`config.mk`:
```
export PLATFORM = sky130hd
export DESIGN_NAME = ising_axi_host_seq
export DESIGN_NICKNAME = d
export VERILOG_FILES = /design/src/rtl/ising_axi_pkg.sv /design/src/rtl/ising_axi_read_port.sv /design/src/rtl/ising_axi_host_seq.sv
export SDC_FILE = /design/constraint.sdc
export NUM_CORES = 1
export LEC_CHECK = 0
export CAP_MARGIN = 30
export CELL_PAD_IN_SITES_DETAIL_PLACEMENT = 1
export CELL_PAD_IN_SITES_GLOBAL_PLACEMENT = 1
export CORE_UTILIZATION = 38
export CTS_BUF_LIST = sky130_fd_sc_hd__clkbuf_8 sky130_fd_sc_hd__clkbuf_16
export DETAILED_ROUTE_END_ITERATION = 8
export PLACE_DENSITY_LB_ADDON = 0.1
export SLEW_MARGIN = 20
export SYNTH_ARGS = -nofsm -noshare
export SYNTH_HDL_FRONTEND = slang
export SYNTH_SLANG_ARGS = --single-unit
```
`constraint.sdc`:
```
create_clock -name clk -period 7.9 [get_ports clk]
set_input_delay 1.185 -clock clk [delete_from_list [all_inputs] [get_ports clk]]
set_output_delay 1.185 -clock clk [all_outputs]
set_load 0.005 [all_outputs]
```
`src/rtl/ising_axi_pkg.sv`:
```
// Shared register map and sequencer state encoding for the ising_axi host side.
// Address helpers keep the weight/phase address arithmetic in one place.
package ising_axi_pkg;

    localparam logic [31:0] START_ADDR       = 32'h0000_0000;
    localparam logic [31:0] CTR_CUTOFF_ADDR  = 32'h0000_0004;
    localparam logic [31:0] CTR_MAX_ADDR     = 32'h0000_0008;
    localparam logic [31:0] PHASE_ADDR_BASE  = 32'h0000_1000;
    localparam logic [31:0] WEIGHT_ADDR_BASE = 32'h0010_0000;
    localparam int          WEIGHT_ROW_SHIFT = 2;
    localparam int          WEIGHT_COL_SHIFT = 13;

    typedef enum logic [3:0] {
        ST_IDLE,
        ST_CFG_CUT,
        ST_CFG_MAX,
        ST_WGT,
        ST_START,
        ST_RUN,
        ST_STOP,
        ST_RD_ADDR,
        ST_RD_WAIT,
        ST_EMIT,
        ST_STOP_ABORT,
        ST_DONE
    } host_state_e;

    function automatic logic [31:0] weight_addr(input logic [31:0] i, input logic [31:0] j);
        return WEIGHT_ADDR_BASE + (i << WEIGHT_ROW_SHIFT) + (j << WEIGHT_COL_SHIFT);
    endfunction

    function automatic logic [31:0] phase_addr(input logic [31:0] k);
        return PHASE_ADDR_BASE + (k << 2);
    endfunction

endpackage

```
`src/rtl/ising_axi_read_port.sv`:
```
// Single outstanding register read: drives the address, waits out the fixed
// read latency, captures rdata and holds it until the consumer takes it.
module ising_axi_read_port #(
    parameter int READ_LATENCY = 1
) (
    input  logic        clk,
    input  logic        rst,
    input  logic        flush,
    input  logic        req,
    input  logic [31:0] req_addr,
    output logic [31:0] raddr,
    input  logic [31:0] rdata,
    output logic        valid,
    input  logic        ready,
    output logic [31:0] data
);

    logic        waiting_reg;
    logic [2:0]  cnt_reg;
    logic [31:0] raddr_reg;
    logic [31:0] data_reg;
    logic        valid_reg;

    // Capture one clock after the latency window closes so rdata is settled.
    always_ff @(posedge clk or posedge rst) begin
        if (rst) begin
            waiting_reg <= 1'b0;
            cnt_reg     <= 3'd0;
            raddr_reg   <= 32'd0;
            data_reg    <= 32'd0;
            valid_reg   <= 1'b0;
        end else if (flush) begin
            waiting_reg <= 1'b0;
            cnt_reg     <= 3'd0;
            valid_reg   <= 1'b0;
        end else if (req) begin
            raddr_reg   <= req_addr;
            waiting_reg <= 1'b1;
            cnt_reg     <= 3'd0;
            valid_reg   <= 1'b0;
        end else if (waiting_reg) begin
            if (cnt_reg == 3'(READ_LATENCY)) begin
                data_reg    <= rdata;
                valid_reg   <= 1'b1;
                waiting_reg <= 1'b0;
            end else begin
                cnt_reg <= cnt_reg + 3'd1;
            end
        end else if (valid_reg && ready) begin
            valid_reg <= 1'b0;
        end
    end

    assign raddr = raddr_reg;
    assign valid = valid_reg;
    assign data  = data_reg;

endmodule

```
`src/rtl/ising_axi_host_seq.sv`:
```
// Hardware job sequencer for the ising_axi register port: configures counters,
// loads weights, runs for a set number of clocks, then streams back all phases.
module ising_axi_host_seq
    import ising_axi_pkg::*;
#(
    parameter int N            = 8,
    parameter int NUM_WEIGHTS  = 3,
    parameter int READ_LATENCY = 1,
    parameter int IDX_W        = $clog2(N)
) (
    input  logic                   clk,
    input  logic                   rst,
    input  logic                   cmd_valid,
    output logic                   cmd_ready,
    input  logic [31:0]            cmd_cutoff,
    input  logic [31:0]            cmd_max,
    input  logic [31:0]            cmd_run_cycles,
    input  logic                   cmd_abort,
    input  logic                   w_valid,
    output logic                   w_ready,
    input  logic [IDX_W-1:0]       w_i,
    input  logic [IDX_W-1:0]       w_j,
    input  logic [NUM_WEIGHTS-1:0] w_val,
    input  logic                   w_last,
    output logic                   bus_wvalid,
    output logic [31:0]            bus_waddr,
    output logic [31:0]            bus_wdata,
    output logic [31:0]            bus_raddr,
    input  logic [31:0]            bus_rdata,
    output logic                   res_valid,
    input  logic                   res_ready,
    output logic [IDX_W-1:0]       res_idx,
    output logic [31:0]            res_phase,
    output logic                   busy,
    output logic                   done,
    output logic                   err
);

    host_state_e      state_reg;
    logic [31:0]      cutoff_reg;
    logic [31:0]      max_reg;
    logic [31:0]      run_cycles_reg;
    logic [31:0]      run_cnt_reg;
    logic [IDX_W-1:0] k_reg;
    logic             err_reg;
    logic             bus_wvalid_reg;
    logic [31:0]      bus_waddr_reg;
    logic [31:0]      bus_wdata_reg;

    logic             abort_live;
    logic             rd_req;
    logic             rd_valid;

    assign abort_live = cmd_abort && (state_reg >= ST_CFG_CUT) && (state_reg <= ST_EMIT);
    assign rd_req     = (state_reg == ST_RD_ADDR) && !cmd_abort;

    ising_axi_read_port #(
        .READ_LATENCY(READ_LATENCY)
    ) u_read_port (
        .clk      (clk),
        .rst      (rst),
        .flush    (abort_live),
        .req      (rd_req),
        .req_addr (phase_addr(32'(k_reg))),
        .raddr    (bus_raddr),
        .rdata    (bus_rdata),
        .valid    (rd_valid),
        .ready    (res_ready),
        .data     (res_phase)
    );

    always_ff @(posedge clk or posedge rst) begin
        if (rst) begin
            state_reg      <= ST_IDLE;
            cutoff_reg     <= 32'd0;
            max_reg        <= 32'd0;
            run_cycles_reg <= 32'd0;
            run_cnt_reg    <= 32'd0;
            k_reg          <= '0;
            err_reg        <= 1'b0;
            bus_wvalid_reg <= 1'b0;
            bus_waddr_reg  <= 32'd0;
            bus_wdata_reg  <= 32'd0;
        end else begin
            bus_wvalid_reg <= 1'b0;
            case (state_reg)
                ST_IDLE: if (cmd_valid) begin
                    cutoff_reg     <= cmd_cutoff;
                    max_reg        <= cmd_max;
                    run_cycles_reg <= cmd_run_cycles;
                    err_reg        <= 1'b0;
                    state_reg      <= ST_CFG_CUT;
                end
                ST_CFG_CUT: if (cmd_abort) state_reg <= ST_DONE;
                else begin
                    bus_wvalid_reg <= 1'b1;
                    bus_waddr_reg  <= CTR_CUTOFF_ADDR;
                    bus_wdata_reg  <= cutoff_reg;
                    state_reg      <= ST_CFG_MAX;
                end
                ST_CFG_MAX: if (cmd_abort) state_reg <= ST_DONE;
                else begin
                    bus_wvalid_reg <= 1'b1;
                    bus_waddr_reg  <= CTR_MAX_ADDR;
                    bus_wdata_reg  <= max_reg;
                    state_reg      <= ST_WGT;
                end
                ST_WGT: if (cmd_abort) state_reg <= ST_DONE;
                else if (w_valid) begin
                    // Only the upper triangle is stored; anything else is dropped and flagged.
                    if (w_i < w_j) begin
                        bus_wvalid_reg <= 1'b1;
                        bus_waddr_reg  <= weight_addr(32'(w_i), 32'(w_j));
                        bus_wdata_reg  <= {{(32-NUM_WEIGHTS){1'b0}}, w_val};
                    end else begin
                        err_reg <= 1'b1;
                    end
                    if (w_last) state_reg <= ST_START;
                end
                ST_START: begin
                    bus_wvalid_reg <= 1'b1;
                    bus_waddr_reg  <= START_ADDR;
                    bus_wdata_reg  <= 32'd1;
                    run_cnt_reg    <= (run_cycles_reg == 32'd0) ? 32'd1 : run_cycles_reg;
                    state_reg      <= cmd_abort ? ST_STOP_ABORT : ST_RUN;
                end
                // START<-0 is issued on the last RUN clock so it lands exactly
                // run_cycles clocks after START<-1 on the bus.
                ST_RUN: if (cmd_abort) state_reg <= ST_STOP_ABORT;
                else begin
                    run_cnt_reg <= run_cnt_reg - 32'd1;
                    if (run_cnt_reg == 32'd1) begin
                        bus_wvalid_reg <= 1'b1;
                        bus_waddr_reg  <= START_ADDR;
                        bus_wdata_reg  <= 32'd0;
                        state_reg      <= ST_STOP;
                    end
                end
                ST_STOP: if (cmd_abort) state_reg <= ST_DONE;
                else begin
                    k_reg     <= '0;
                    state_reg <= ST_RD_ADDR;
                end
                ST_RD_ADDR: state_reg <= cmd_abort ? ST_DONE : ST_RD_WAIT;
                ST_RD_WAIT, ST_EMIT: if (cmd_abort) state_reg <= ST_DONE;
                else if (rd_valid && res_ready) begin
                    if (k_reg == IDX_W'(N-1)) state_reg <= ST_DONE;
                    else begin
                        k_reg     <= k_reg + 1'b1;
                        state_reg <= ST_RD_ADDR;
                    end
                end else if (rd_valid) begin
                    state_reg <= ST_EMIT;
                end
                ST_STOP_ABORT: begin
                    bus_wvalid_reg <= 1'b1;
                    bus_waddr_reg  <= START_ADDR;
                    bus_wdata_reg  <= 32'd0;
                    state_reg      <= ST_DONE;
                end
                ST_DONE: state_reg <= ST_IDLE;
                default: state_reg <= ST_IDLE;
            endcase
        end
    end

    assign cmd_ready  = (state_reg == ST_IDLE);
    assign busy       = (state_reg != ST_IDLE);
    assign done       = (state_reg == ST_DONE);
    assign w_ready    = (state_reg == ST_WGT) && !cmd_abort;
    assign err        = err_reg;
    assign res_valid  = rd_valid;
    assign res_idx    = k_reg;
    assign bus_wvalid = bus_wvalid_reg;
    assign bus_waddr  = bus_waddr_reg;
    assign bus_wdata  = bus_wdata_reg;

endmodule

```
Word-level counts from Yosys, hierarchy flattened
Cells that the tools add are included.
Widths: inputs -> output; s select.
{"block": "classes", "add_sub_neg": 6, "order_cmp": 3, "n_eq_ne": 33, "mux": 63, "n_bitwise": 2, "n_reduce_logical": 30}
{"op": "$mux 32", "n": 14}
{"op": "$pmux 32 s6", "n": 1}
{"op": "$pmux 32 s5", "n": 1}
{"op": "$pmux 32 s2", "n": 1}
{"op": "$mux 4", "n": 14}
{"op": "$pmux 4 s10", "n": 1}
{"op": "$eq 32x1->1 const B", "n": 1}
{"op": "$logic_not 32->1", "n": 1}
{"op": "$sub 32x1->32 const B", "n": 1}
{"op": "$ne 2x2->1 const B", "n": 13}
{"op": "$mux 3", "n": 8}
{"op": "$add 22x16->23", "n": 1}
{"op": "$add 21x5->22 const A", "n": 1}
{"op": "$mux 1", "n": 19}
{"op": "$eq 4x3->1 const B", "n": 4}
{"op": "$eq 4x4->1 const B", "n": 4}
{"op": "$reduce_and 8->1", "n": 2}
{"op": "$reduce_and 5->1", "n": 3}
{"op": "$add 13x5->14 const A", "n": 1}
{"op": "$ne 3x3->1 const B", "n": 4}
{"op": "$reduce_and 2->1", "n": 5}
{"op": "$eq 4x2->1 const B", "n": 2}
{"op": "$reduce_bool 4->1", "n": 2}
{"op": "$add 3x1->3 const B", "n": 2}
{"op": "22 further kinds", "n": 31}
{"block": "totals", "regBits": 270, "input_bits": 144, "out_inout_bits": 138, "word_cells": 152}

Logic depth before layout (Yosys ltp)
Gate-level depths: netlist of run 1.
{"block": "depth", "ltp_word": 6, "ltp_mapped": 9, "depth_no_buf": 8}

Hierarchy
A second synthesis of run 1 with hierarchy kept.
{"block": "hier_totals", "hier_cells": 894, "hier_area_um2": 11370.9}
{"module": "ising_axi_host_seq", "n_inst": 1, "cells_each": 729, "area_each_um2": 8572.0, "seq_area_each_um2": 4404.2}
{"module": "ising_axi_read_port", "n_inst": 1, "cells_each": 165, "area_each_um2": 2798.9, "seq_area_each_um2": 1726.7}

Least setup slack after synthesis of run 1
No wires, ideal clock.
{"block": "synth_path", "path_type": "in2reg", "from": "input port w_j[1]", "to": "register bus_wdata_reg[29], in the netlist bus_wdata[29]", "setup_time_ns": 0.125, "arrival_time_ns": 2.651, "required_time_ns": 7.775, "slack_ns": 5.124, "stages": 8, "path_buffers": 1, "path_cell_list": "inv_1 > ha_1 > a21o_1 > a21oi_1 > nor2b_1 > a211oi_4 > buf_6 > mux2_2"}
{"block": "synth_between", "elab_chain_len": 3}
{"element": "start: declaration", "line": "ising_axi_host_seq.sv:22", "rtl": "input logic [IDX_W-1:0] w_j,"}
{"element": "$lt 3x3->1", "line": "ising_axi_host_seq.sv:111", "rtl": "if (w_i < w_j) begin"}
{"element": "$ne 2x2->1 (no source line)"}
{"element": "$reduce_and 8->1 (no source line)"}
{"element": "end signal: assignment", "line": "ising_axi_host_seq.sv:98", "rtl": "bus_wdata_reg <= cutoff_reg;"}
{"element": "end signal: assignment", "line": "ising_axi_host_seq.sv:105", "rtl": "bus_wdata_reg <= max_reg;"}
{"element": "end signal: assignment", "line": "ising_axi_host_seq.sv:114", "rtl": "bus_wdata_reg <= {{(32-NUM_WEIGHTS){1'b0}}, w_val};"}
{"element": "end: declaration", "line": "ising_axi_host_seq.sv:48", "rtl": "logic [31:0] bus_wdata_reg;"}
No other way between the ends.
A chain may end at the register's enable or synchronous reset.

Worst setup path after layout of run 1
{"block": "layout_path", "from": "input port cmd_abort", "to": "output port w_ready"}
{"block": "layout_between", "elab_chain_len": 2}
{"element": "start: declaration", "line": "ising_axi_host_seq.sv:18", "rtl": "input logic cmd_abort,"}
{"element": "$logic_not 1->1", "line": "ising_axi_host_seq.sv:170", "rtl": "assign w_ready = (state_reg == ST_WGT) && !cmd_abort;"}
{"element": "$logic_and 1x1->1", "line": "ising_axi_host_seq.sv:170"}
{"element": "end: declaration", "line": "ising_axi_host_seq.sv:20", "rtl": "output logic w_ready,"}
No other way between the ends.

==> summary.txt, run 1 <==
Final layout
  – Most frequent cells in the layout: 228 x clkdlybuf4s50_1, 217 x dfrtp_1, 143 x mux2_2
  – Commonest non-fill, non-tap cell in the layout: clkdlybuf4s50_1
  – Synthesis-to-finish area growth: 32.0%
  – Nets: 1244
  – Fillers: 2743
  – Share of layout cells above drive strength 1: 18.7%

Power
  – Pwr dens: 349 nW/um^2
  – Internal Power: 3.21 mW
  – Leakage power: 5.91 nW
  – Final Power: 4.70 mW
  – Reg power frac: 41.2%
  – Peak supply drop: 0.186 mV
  – Clk pwr share: 24.4%
  – Combinational Power Share: between 30% and 40%
  – Sw Pwr: 1.50 mW
  – Sw Share: 31.8%

Logic synthesis
  – Post-synthesis simple-gate area fraction: 9.02%
  – Mux cell area share after synthesis: 19.2%
  – EDFF count, synth: 0
  – Compound-Gate Fraction of Synth Area: a little over a tenth
  – Commonest register cell after synthesis: dfrtp_1
  – Library cells used by synthesis: 60
  – YS warnings: 0
  – Sequential area share after synthesis: 53.2%
  – Mapped Area: 10200 sq um
  – Largest family of logic cells by synthesized area: multiplexers
  – Mean post-synth cell area: 11.7 sq um
  – XOR/XNOR share of the synthesized area: less than 1%
  – Mapped Cells: ~870
  – Adder-cell share of the synthesized area: less than 1%
  – Seq cells post-synth: around 220
  – FFs w/ async S/R, synth: 100%

Clock tree
  – Hold-fix buffers, CTS: 0
  – CTS clk-pin slew, worst paths: about 50 ps
  – Max Root-Sink Buffers: 3
  – Post-CTS Repair Setup Buffers: 0
  – Clk sinks: between 200 and 250
  – Cts bufs inserted: 25
  – TritonCTS clock tree: built
  – Worst-Skew Late Latency: 530 ps
  – H-tree levels: 1
  – PostCTS Resize Cnt: 0
  – Root buffer cell: clkbuf_16

Worst setup path
  – Crit path launch type: input pin
  – Critical Path RT: ~6700 ps
  – Slowest CP cell: clkdlybuf4s50_1
  – CP Capture Type: output pin
  – Max incr delay on CP: 670 ps
  – Critical path class: in -> out
  – CP top delay family: buffers and inverters
  – Worst Path Buf+Inv: 2
  – Crit path DAT: 2880 ps
  – CP most frequent cell: clkdlybuf4s50_1
  – Worst Path Max Fanout: 14
  – Critical path cell sequence: clkdlybuf4s50_1 -> nor4_1 -> clkdlybuf4s50_1

Placed design
  – Routability Congestion: between 0.7 and 0.8
  – PortBufs: 228
  – Detailed placement HPWL: 18900 um

STA
  – Slew @ Worst Pin: 883 ps
  – Minimum clock period: between 4000 and 5000 ps
  – Slew headroom: between 40% and 50%
  – RSZ-0062 raised after global routing: false
  – Fmax: 0.246 GHz
  – Final Max Tran Viols: 0
  – Final Cycle Share: approximately 51%
  – Setup violators final: 0
  – Final Hold Fails: 0
  – Final setup TNS: 0 ps
  – Clock skew: between 9 and 10 ps

Global routing
  – First-pass GRT wire length: ~45000 um
  – Met2 GRT Util: 33.5%
  – Busiest layer in global routing: met2
  – Largest net degree at the start of global routing: 82
  – GR Layer Usage met1: between 20% and 30%
  – Met3 Use GR: 5.34%
  – Antenna violations before repair: 5
  – GR Overflow Total: 0
  – Vias in the first global route: 7813
  – GR Util All Layers: roughly 20%

Floorplanning
  – # IOs: around 280
  – Starting Density: 39.0%
  – Core ar.: 26200 sq um
  – Die H: 166 um
  – DIE WIDTH: between 150 and 200 um
  – Die ar.: 27500 sq um
  – Std-Cell Rows: 59

Detailed routing
  – DRT antenna net count: 0
  – WL/cell: 19.1 um
  – DRC errors left: 48
  – Via count: 7507
  – 1st-pass router iterations: 7
  – Overall routed net length: 27600 um
  – 1st-iter DRT viols: between 400 and 500
  – Vias per Instance: 5.19

Status
  – Outcome: complete, but fails checks
  – Failing checks: DRC

Run
  – Max Cap Viol: 0

Hold path
  – Min-Delay Path Class: reg -> reg
[layer usage]
metal / routed length [um] / vias up
met5: 0 / -
li1: - / 3486
met2: 13200 / 230
met3: 1970 / 38
met4: 709 / 0
met1: 11700 / 3753
[layout make-up]
type / instances / area (sq um) / area share, %
antenna: 5 / 12.5 / 0.0928
clock buffer: 30 / 694 / 5.15
clock inverter: 11 / 119 / 0.882
inverter: 21 / 86.3 / 0.640
multi-input combinational: 586 / 4310 / 32.0
sequential: 217 / 5430 / 40.3
tap: 335 / 419 / 3.11
timing repair buffer: 241 / 2410 / 17.9
[cell usage after synthesis, types with 5 or more instances]
cell type  instances  share of area [%]
dfrtp_1          217                 53
mux2_2           143                 16
buf_4             53                3.9
nand2_1           52                1.9
nor2_1            47                1.7
o21ai_0           41                2.0
a21oi_1           40                2.0
a22o_1            32                2.7
clkbuf_1          25               0.92
mux2_1            23                2.5
inv_1             19               0.70
nor4_1            18                1.1
nand3_1           17               0.83
nor3_1            13               0.64
a22oi_1           12               0.88
buf_2             10               0.49
mux2i_1            9               0.88
nand4_1            9               0.55
ha_1               8               0.98
buf_1              7               0.26
nand2b_1           6               0.37
o22ai_1            6               0.37
a31oi_1            5               0.31
[power by group through the flow]
stage	Clock, mW	Combinational (mW)	Sequential, mW
after floorplan	0	1.03	1.84
after global placement	0	1.59	1.93
after detailed placement	0	1.63	1.95
after CTS	1.19	1.64	1.94
after global routing	1.23	1.78	2.01
final	1.15	1.62	1.94
[per-stage QoR]
stage / instances / util, % / hold slack, ps / cell area (sq um) / setup WS, ps
after floorplan: 923 / - / 459 / 10400 / 779
after global placement: 1397 / 48.1 / 450 / 12600 / 3890
after detailed placement: 1398 / 48.2 / 458 / 12600 / 3830
after CTS: 1439 / 51.3 / 475 / 13400 / 3830
after global routing: 1444 / 51.4 / 501 / 13500 / 3730
final: 1446 / 51.4 / 464 / 13500 / 3830
[path summary, 6_finish.rpt]
kind                                                   start                                end  slack (ps)  cells after the start
min                        u_read_port.raddr[12]$_DFFE_PP0P_  u_read_port.raddr[12]$_DFFE_PP0P_         460                      1
max reg2reg                         state_reg[0]$_DFFE_PP0P_         cutoff_reg[18]$_DFFE_PP0P_        4380                      6
min in group asynchronous                                rst     run_cycles_reg[10]$_DFFE_PP0P_        1100                      2
max in group asynchronous                                rst   u_read_port.data[11]$_DFFE_PP0P_        5700                      4
min reg2reg                u_read_port.raddr[12]$_DFFE_PP0P_  u_read_port.raddr[12]$_DFFE_PP0P_         460                      1
max                                                cmd_abort                            w_ready        3830                      3
[cells by family (layout without fill, tap and decap cells)]
family | after synthesis | after routing
muxes | 175 | 175
buffers and inverters | 120 | 303
and+or+nand+nor | 186 | 186
xor gates and xnor gates | 1 | 1
DFF | 217 | 217
adders and majority gates | 8 | 8
AOI/OAI and AO/OA | 163 | 163
other | 1 | 58
Note: power is estimated with default switching activity, not from simulation.
==> run 2: changes to the inputs <==
- CORE_UTILIZATION: 38 -> 34
- clock period: 7.9 -> 3.7 ns (I/O delays scaled with it)
==> run 2 against run 1 <==
Net effect: the flow now finishes without violations; hold slack barely moved; critical path depth is the same; final cell count up 4.6%; clock skew grew 1.8 ps; critical endpoint unchanged.
==> summary.txt, run 2 (synthesized netlist as in run 1, its figures left out) <==
Status
  – Outcome: finished clean (was complete, but fails checks)

Worst setup path
  – Flop-to-flop setup slack: 870 ps (was 4380 ps)
  – Critical Path RT: 3140 ps (was 6710 ps)
  – Reg2Reg Depth: 6 (unchanged)
  – Max incr delay on CP: 670 ps (about the same)
  – Worst Path Buf+Inv: 2 (unchanged)
  – Critical path class: in -> out (unchanged)
  – Slowest CP cell: clkdlybuf4s50_1 (unchanged)
  – Crit path launch type: input pin (unchanged)
  – CP top delay family: buffers and inverters (unchanged)
  – Worst Path Max Fanout: 14 (unchanged)
  – Crit path DAT: 2340 ps (was 2880 ps)
  – CP most frequent cell: clkdlybuf4s50_1 (unchanged)
  – CP Capture Type: output pin (unchanged)
  – Worst path depth: 3 (unchanged)
  – Critical path cell sequence: clkdlybuf4s50_1 -> nor4_1 -> clkdlybuf4s50_1 (unchanged)

Final layout
  – Synthesis-to-finish area growth: 33.9% (was 32.0%)
  – Commonest non-fill, non-tap cell in the layout: clkdlybuf4s50_1 (unchanged)
  – Final core occ: 46.3% (was 51.4%)
  – Non-filler cells, final: 1513 (was 1446)
  – Most frequent cells in the layout: 228 x clkdlybuf4s50_1, 217 x dfrtp_1, 143 x mux2_2 (unchanged)
  – Final Cell Area: 13700 sq um (was 13500 sq um)
  – Nets: 1255 (was 1244)
  – Share of layout cells above drive strength 1: 19.4% (was 18.7%)

Clock tree
  – Worst-Skew Late Latency: 530 ps (about the same)
  – Clk sinks: 217 (unchanged)
  – CTS clk-pin slew, worst paths: 60 ps (was 50 ps)
  – Root buffer cell: clkbuf_16 (unchanged)
  – Cts bufs inserted: 26 (was 25)
  – PostCTS Resize Cnt: 0 (unchanged)
  – Post-CTS Repair Setup Buffers: 0 (unchanged)
  – H-tree levels: 1 (unchanged)
  – Hold-fix buffers, CTS: 0 (unchanged)
  – Max Root-Sink Buffers: 3 (unchanged)
  – TritonCTS clock tree: built (unchanged)

STA
  – Hold WS: 465 ps (was 464 ps)
  – Final Hold Fails: 0 (unchanged)
  – Final Max Tran Viols: 0 (unchanged)
  – Slew headroom: 44.9% (was 40.7%)
  – Setup violators final: 0 (unchanged)
  – Final worst-path setup slack: 806 ps (was 3830 ps)
  – Clock skew: 11.4 ps (was 9.57 ps)
  – Slew @ Worst Pin: 824 ps (was 883 ps)
  – Minimum clock period: a little under 3000 ps
  – RSZ-0062 raised after global routing: false (unchanged)
  – Final setup TNS: 0 ps (unchanged)
  – Fmax: 0.345 GHz
  – Final Cycle Share: 78.2%

Global routing
  – GR Overflow Total: 0 (unchanged)
  – Antenna violations before repair: 4 (was 5)
  – Vias in the first global route: 7760 (was 7813)
  – First-pass GRT wire length: 44000 um (was 44900 um)
  – GR Util All Layers: 18.0% (was 20.5%)
  – Largest net degree at the start of global routing: 83 (was 82)

Placed design
  – Placement Setup Slack: 675 ps (was 3830 ps)
  – Placed Cells: 1465 (was 1398)
  – Area after DPL: 12800 sq um (was 12600 sq um)
  – PortBufs: 228 (unchanged)
  – Routability Congestion: 0.761 (was 0.790)
  – Detailed placement HPWL: 19200 um (was 18900 um)

Detailed routing
  – Vias per Instance: 4.98 (was 5.19)
  – DRC errors left: 0 (was 48)
  – WL/cell: 18.2 um (was 19.1 um)
  – 1st-iter DRT viols: 257 (was 450)
  – 1st-pass router iterations: 4 (was 7)
  – Via count: 7540 (was 7507)
  – DRT antenna net count: 0 (unchanged)
  – Overall routed net length: 27500 um (was 27600 um)

Floorplanning
  – Die H: 175 um (was 166 um)
  – Die ar.: 30700 sq um (was 27500 sq um)
  – # IOs: 282 (unchanged)
  – Core ar.: 29600 sq um (was 26200 sq um)
  – Std-Cell Rows: 63 (was 59)
  – DIE WIDTH: 175 um (was 166 um)
  – Starting Density: 34.6% (was 39.0%)

Power
  – Leakage power: 5.99 nW (was 5.91 nW)
  – Final Power: 10.2 mW (was 4.70 mW)
  – Peak supply drop: 0.401 mV (was 0.186 mV)
  – Pwr dens: 742 nW/um^2 (was 349 nW/um^2)

Hold path
  – Min-Delay Path Class: reg -> reg (unchanged)
  – Hold Path Stages: 1 (unchanged)

Run
  – Max Cap Viol: 0 (unchanged)
run 2: cell count changes in the layout (fill, tap and decap cells not counted), sizes merged:
cell / delta
buf: +10
clkinv: +1
clkinvlp: +1
clkbuf: +1
diode: -4
inv: +3
run 2: final timing paths:
kind,from,end
min,u_read_port.raddr[12]$_DFFE_PP0P_,u_read_port.raddr[12]$_DFFE_PP0P_
min reg2reg,u_read_port.raddr[12]$_DFFE_PP0P_,u_read_port.raddr[12]$_DFFE_PP0P_
max,cmd_abort,w_ready
max in group asynchronous,rst,run_cycles_reg[18]$_DFFE_PP0P_
max reg2reg,run_cnt_reg[8]$_DFFE_PP0P_,bus_wdata[14]$_DFFE_PP0P_
min in group asynchronous,rst,run_cycles_reg[15]$_DFFE_PP0P_
run 2: report_power, final:
| group | total (mW) | internal, mW | switching, mW | leakage, nW |
|---|---|---|---|---|
| sequential | 4.09 | 3.38 | 0.717 | 2.72 |
| clock | 2.52 | 1.51 | 1.01 | 0.450 |
| combinational | 3.53 | 2.06 | 1.47 | 2.82 |
run 2: area by class of cell:
| type | instances | area, sq um |
|---|---|---|
| clock buffer | 31 | 719 |
| clock inverter | 16 | 138 |
| sequential | 217 | 5430 |
| tap | 390 | 488 |
| multi-input combinational | 586 | 4310 |
| fill | 3130 | 15900 |
| timing repair buffer | 251 | 2500 |
| inverter | 21 | 82.6 |
| antenna | 1 | 2.50 |
run 2: worst reg2reg max path, delay by kind of cell, from the launching register on:
| family | cells | cell delay [ps] |
|---|---|---|
| AOI/OAI and AO/OA | 1 | 290 |
| buffers and inverters | 1 | 360 |
| DFF | 1 | 430 |
| muxes | 1 | 390 |
| and+or+nand+nor | 3 | 1240 |
run 2: routing by layer:
layer  part of all wire [%]  up-vias  global-route usage (%)
li1                       -     3506                       -
met1                     44     3789                    23.9
met2                     47      204                    28.8
met3                    6.8       37                    5.19
met4                    2.2        4                    4.38
met5                   0.11        -                       0
==> run 3: changes to the inputs <==
- CORE_UTILIZATION: 34 -> 38
- clock period: 3.7 -> 3 ns (I/O delays scaled with it)
==> run 3 against run 2 <==
Net effect: the run now ends with DRC left; sequential cell count stayed put; non-clock buffer count is 11 higher; register-to-register slack worse by 670 ps; highest routed layer is now met4.
==> summary.txt, run 3 (synthesized netlist as in run 1, its figures left out) <==
STA
  – Final Cycle Share: just over 90%
  – Minimum clock period: between 2000 and 3000 ps
  – Setup violators final: 0 (unchanged)
  – RSZ-0062 raised after global routing: false (unchanged)
  – Slew @ Worst Pin: 763 ps (was 824 ps)
  – Fmax: 0.357 GHz
  – Slew headroom: 49.0% (was 44.9%)
  – Final Max Tran Viols: 0 (unchanged)
  – Final Hold Fails: 0 (unchanged)
  – Clock skew: 13.4 ps (was 11.4 ps)

Power
  – Peak supply drop: 0.488 mV (was 0.401 mV)
  – Reg power frac: 40.5% (was 40.3%)
  – Internal Power: 8.59 mW (was 6.95 mW)
  – Leakage power: 6.05 nW (was 5.99 nW)
  – Sw Share: 31.7% (was 31.5%)
  – Combinational Power Share: 35.5% (was 34.8%)
  – Clk pwr share: 24.0% (was 24.9%)
  – Sw Pwr: 3.99 mW (was 3.20 mW)
  – Pwr dens: 917 nW/um^2 (was 742 nW/um^2)

Floorplanning
  – Die H: 166 um (was 175 um)
  – DIE WIDTH: 166 um (was 175 um)
  – Starting Density: 39.0% (was 34.6%)
  – Core ar.: 26200 sq um (was 29600 sq um)
  – Std-Cell Rows: 59 (was 63)
  – Die ar.: 27500 sq um (was 30700 sq um)
  – # IOs: 282 (unchanged)

Final layout
  – Most frequent cells in the layout: 228 x clkdlybuf4s50_1, 217 x dfrtp_1, 143 x mux2_2 (unchanged)
  – Final Cell Area: 13700 sq um (about the same)
  – Share of layout cells above drive strength 1: 20.2% (was 19.4%)
  – Commonest non-fill, non-tap cell in the layout: clkdlybuf4s50_1 (unchanged)
  – Nets: 1265 (was 1255)
  – Final core occ: 52.3% (was 46.3%)
  – Synthesis-to-finish area growth: 34.2% (was 33.9%)

Clock tree
  – CTS clk-pin slew, worst paths: 60 ps (about the same)
  – PostCTS Resize Cnt: 0 (unchanged)
  – Hold-fix buffers, CTS: 0 (unchanged)
  – H-tree levels: 1 (unchanged)
  – Root buffer cell: clkbuf_16 (unchanged)
  – Post-CTS Repair Setup Buffers: 0 (unchanged)
  – Clk sinks: 217 (unchanged)
  – Cts bufs inserted: 25 (was 26)
  – Max Root-Sink Buffers: 3 (unchanged)
  – Worst-Skew Late Latency: 530 ps (about the same)
  – TritonCTS clock tree: built (unchanged)

Global routing
  – Antenna violations before repair: 3 (was 4)
  – GR Overflow Total: 0 (unchanged)
  – First-pass GRT wire length: 45000 um (was 44000 um)
  – Vias in the first global route: 7908 (was 7760)
  – GR Util All Layers: 20.5% (was 18.0%)
  – Largest net degree at the start of global routing: 104 (was 83)

Worst setup path
  – Flop-to-flop setup slack: 200 ps (was 870 ps)
  – Worst Path Max Fanout: 40 (was 14)
  – CP Capture Type: register (was output pin)
  – Reg2Reg Depth: 6 (unchanged)
  – Crit path launch type: register (was input pin)
  – Reg2reg start: run_cnt_reg[18]$_DFFE_PP0P_ (was run_cnt_reg[8]$_DFFE_PP0P_)
  – Reg2reg end: bus_wdata[4]$_DFFE_PP0P_ (was bus_wdata[14]$_DFFE_PP0P_)
  – Crit path DAT: 3190 ps (was 2340 ps)
  – Critical path class: reg -> reg (was in -> out)
  – Critical Path RT: 3390 ps (was 3140 ps)

Detailed routing
  – DRC errors left: 52 (was 0)
  – Vias per Instance: 5.17 (was 4.98)
  – 1st-iter DRT viols: 411 (was 257)
  – DRT antenna net count: 0 (unchanged)
  – WL/cell: 18.9 um (was 18.2 um)
  – 1st-pass router iterations: 6 (was 4)
  – Via count: 7588 (was 7540)
  – Overall routed net length: 27800 um (was 27500 um)

Placed design
  – Detailed placement HPWL: 19600 um (was 19200 um)
  – Routability Congestion: 0.810 (was 0.761)
  – PortBufs: 228 (unchanged)
  – Area after DPL: 12900 sq um (was 12800 sq um)

Hold path
  – Min-Delay Path Class: in -> async (was reg -> reg)

Status
  – Failing checks: DRC
  – Outcome: complete, but fails checks (was finished clean)

Run
  – Max Cap Viol: 0 (unchanged)
-- run 3: worst max-delay path by stage --
stage                     cells past startpoint  slack (ps)                         from                        end
after floorplan                               1        -280                          rst  bus_waddr[13]$_DFFE_PP0P_
after global placement                        9         180                       w_j[1]  bus_wdata[18]$_DFFE_PP0P_
after detailed placement                      9         150                       w_j[1]  bus_wdata[16]$_DFFE_PP0P_
after CTS                                     5         180     state_reg[3]$_DFFE_PP0P_                  cmd_ready
after global routing                          6          70  run_cnt_reg[18]$_DFFE_PP0P_   bus_wdata[4]$_DFFE_PP0P_
final                                         6         200  run_cnt_reg[18]$_DFFE_PP0P_   bus_wdata[4]$_DFFE_PP0P_
-- run 3: power groups by stage --
stage,Combinational [mW],Clock [mW],Sequential [mW]
2_1_floorplan,2.72,0,4.86
3_3_place_gp,4.41,0,5.08
3_5_place_dp,4.51,0,5.13
4_1_cts,4.54,3.11,5.09
5_1_grt,4.90,3.24,5.27
6_report,4.47,3.02,5.09
-- run 3: layout make-up --
cell class              instances  area, sq um
repair buffers                262         2640
diodes                          3         7.51
well taps                     335          419
clock inverters                11         76.3
multi-input cells             586         4310
flip-flops and latches        217         5430
clock buffers                  34          749
fillers                      2721        12500
inverters                      21         82.6
-- run 3: worst max-delay path: stages (launching register included) --
cell and delay [ps]:
dfrtp_1 430, nor4_1 440, nand4b_1 250, or4_4 580, a211oi_4 300, buf_12 290
mux2_1 380
-- run 3: metrics by stage --
| stage | TNS [ps] | power [mW] | setup slack, ps | hold WS (ps) | cells |
|---|---|---|---|---|---|
| global placement | 0 | 9.49 | 183 | 449 | 1421 |
| global route | 0 | 13.4 | 69.1 | 451 | 1468 |
| detailed placement | 0 | 9.64 | 147 | 469 | 1421 |
| floorplan | -59920 | 7.57 | -276 | 459 | 923 |
| CTS | 0 | 12.7 | 177 | 429 | 1466 |
| finish | 0 | 12.6 | 195 | 423 | 1469 |
-- run 3: metal layers --
| layer | GRT usage (%) | vias up | wire length (um) |
|---|---|---|---|
| li1 | - | 3527 | - |
| met1 | 27.3 | 3789 | 12100 |
| met2 | 33.3 | 236 | 13100 |
| met3 | 4.91 | 36 | 1930 |
| met4 | 5.89 | 0 | 703 |
| met5 | 0 | - | 0 |
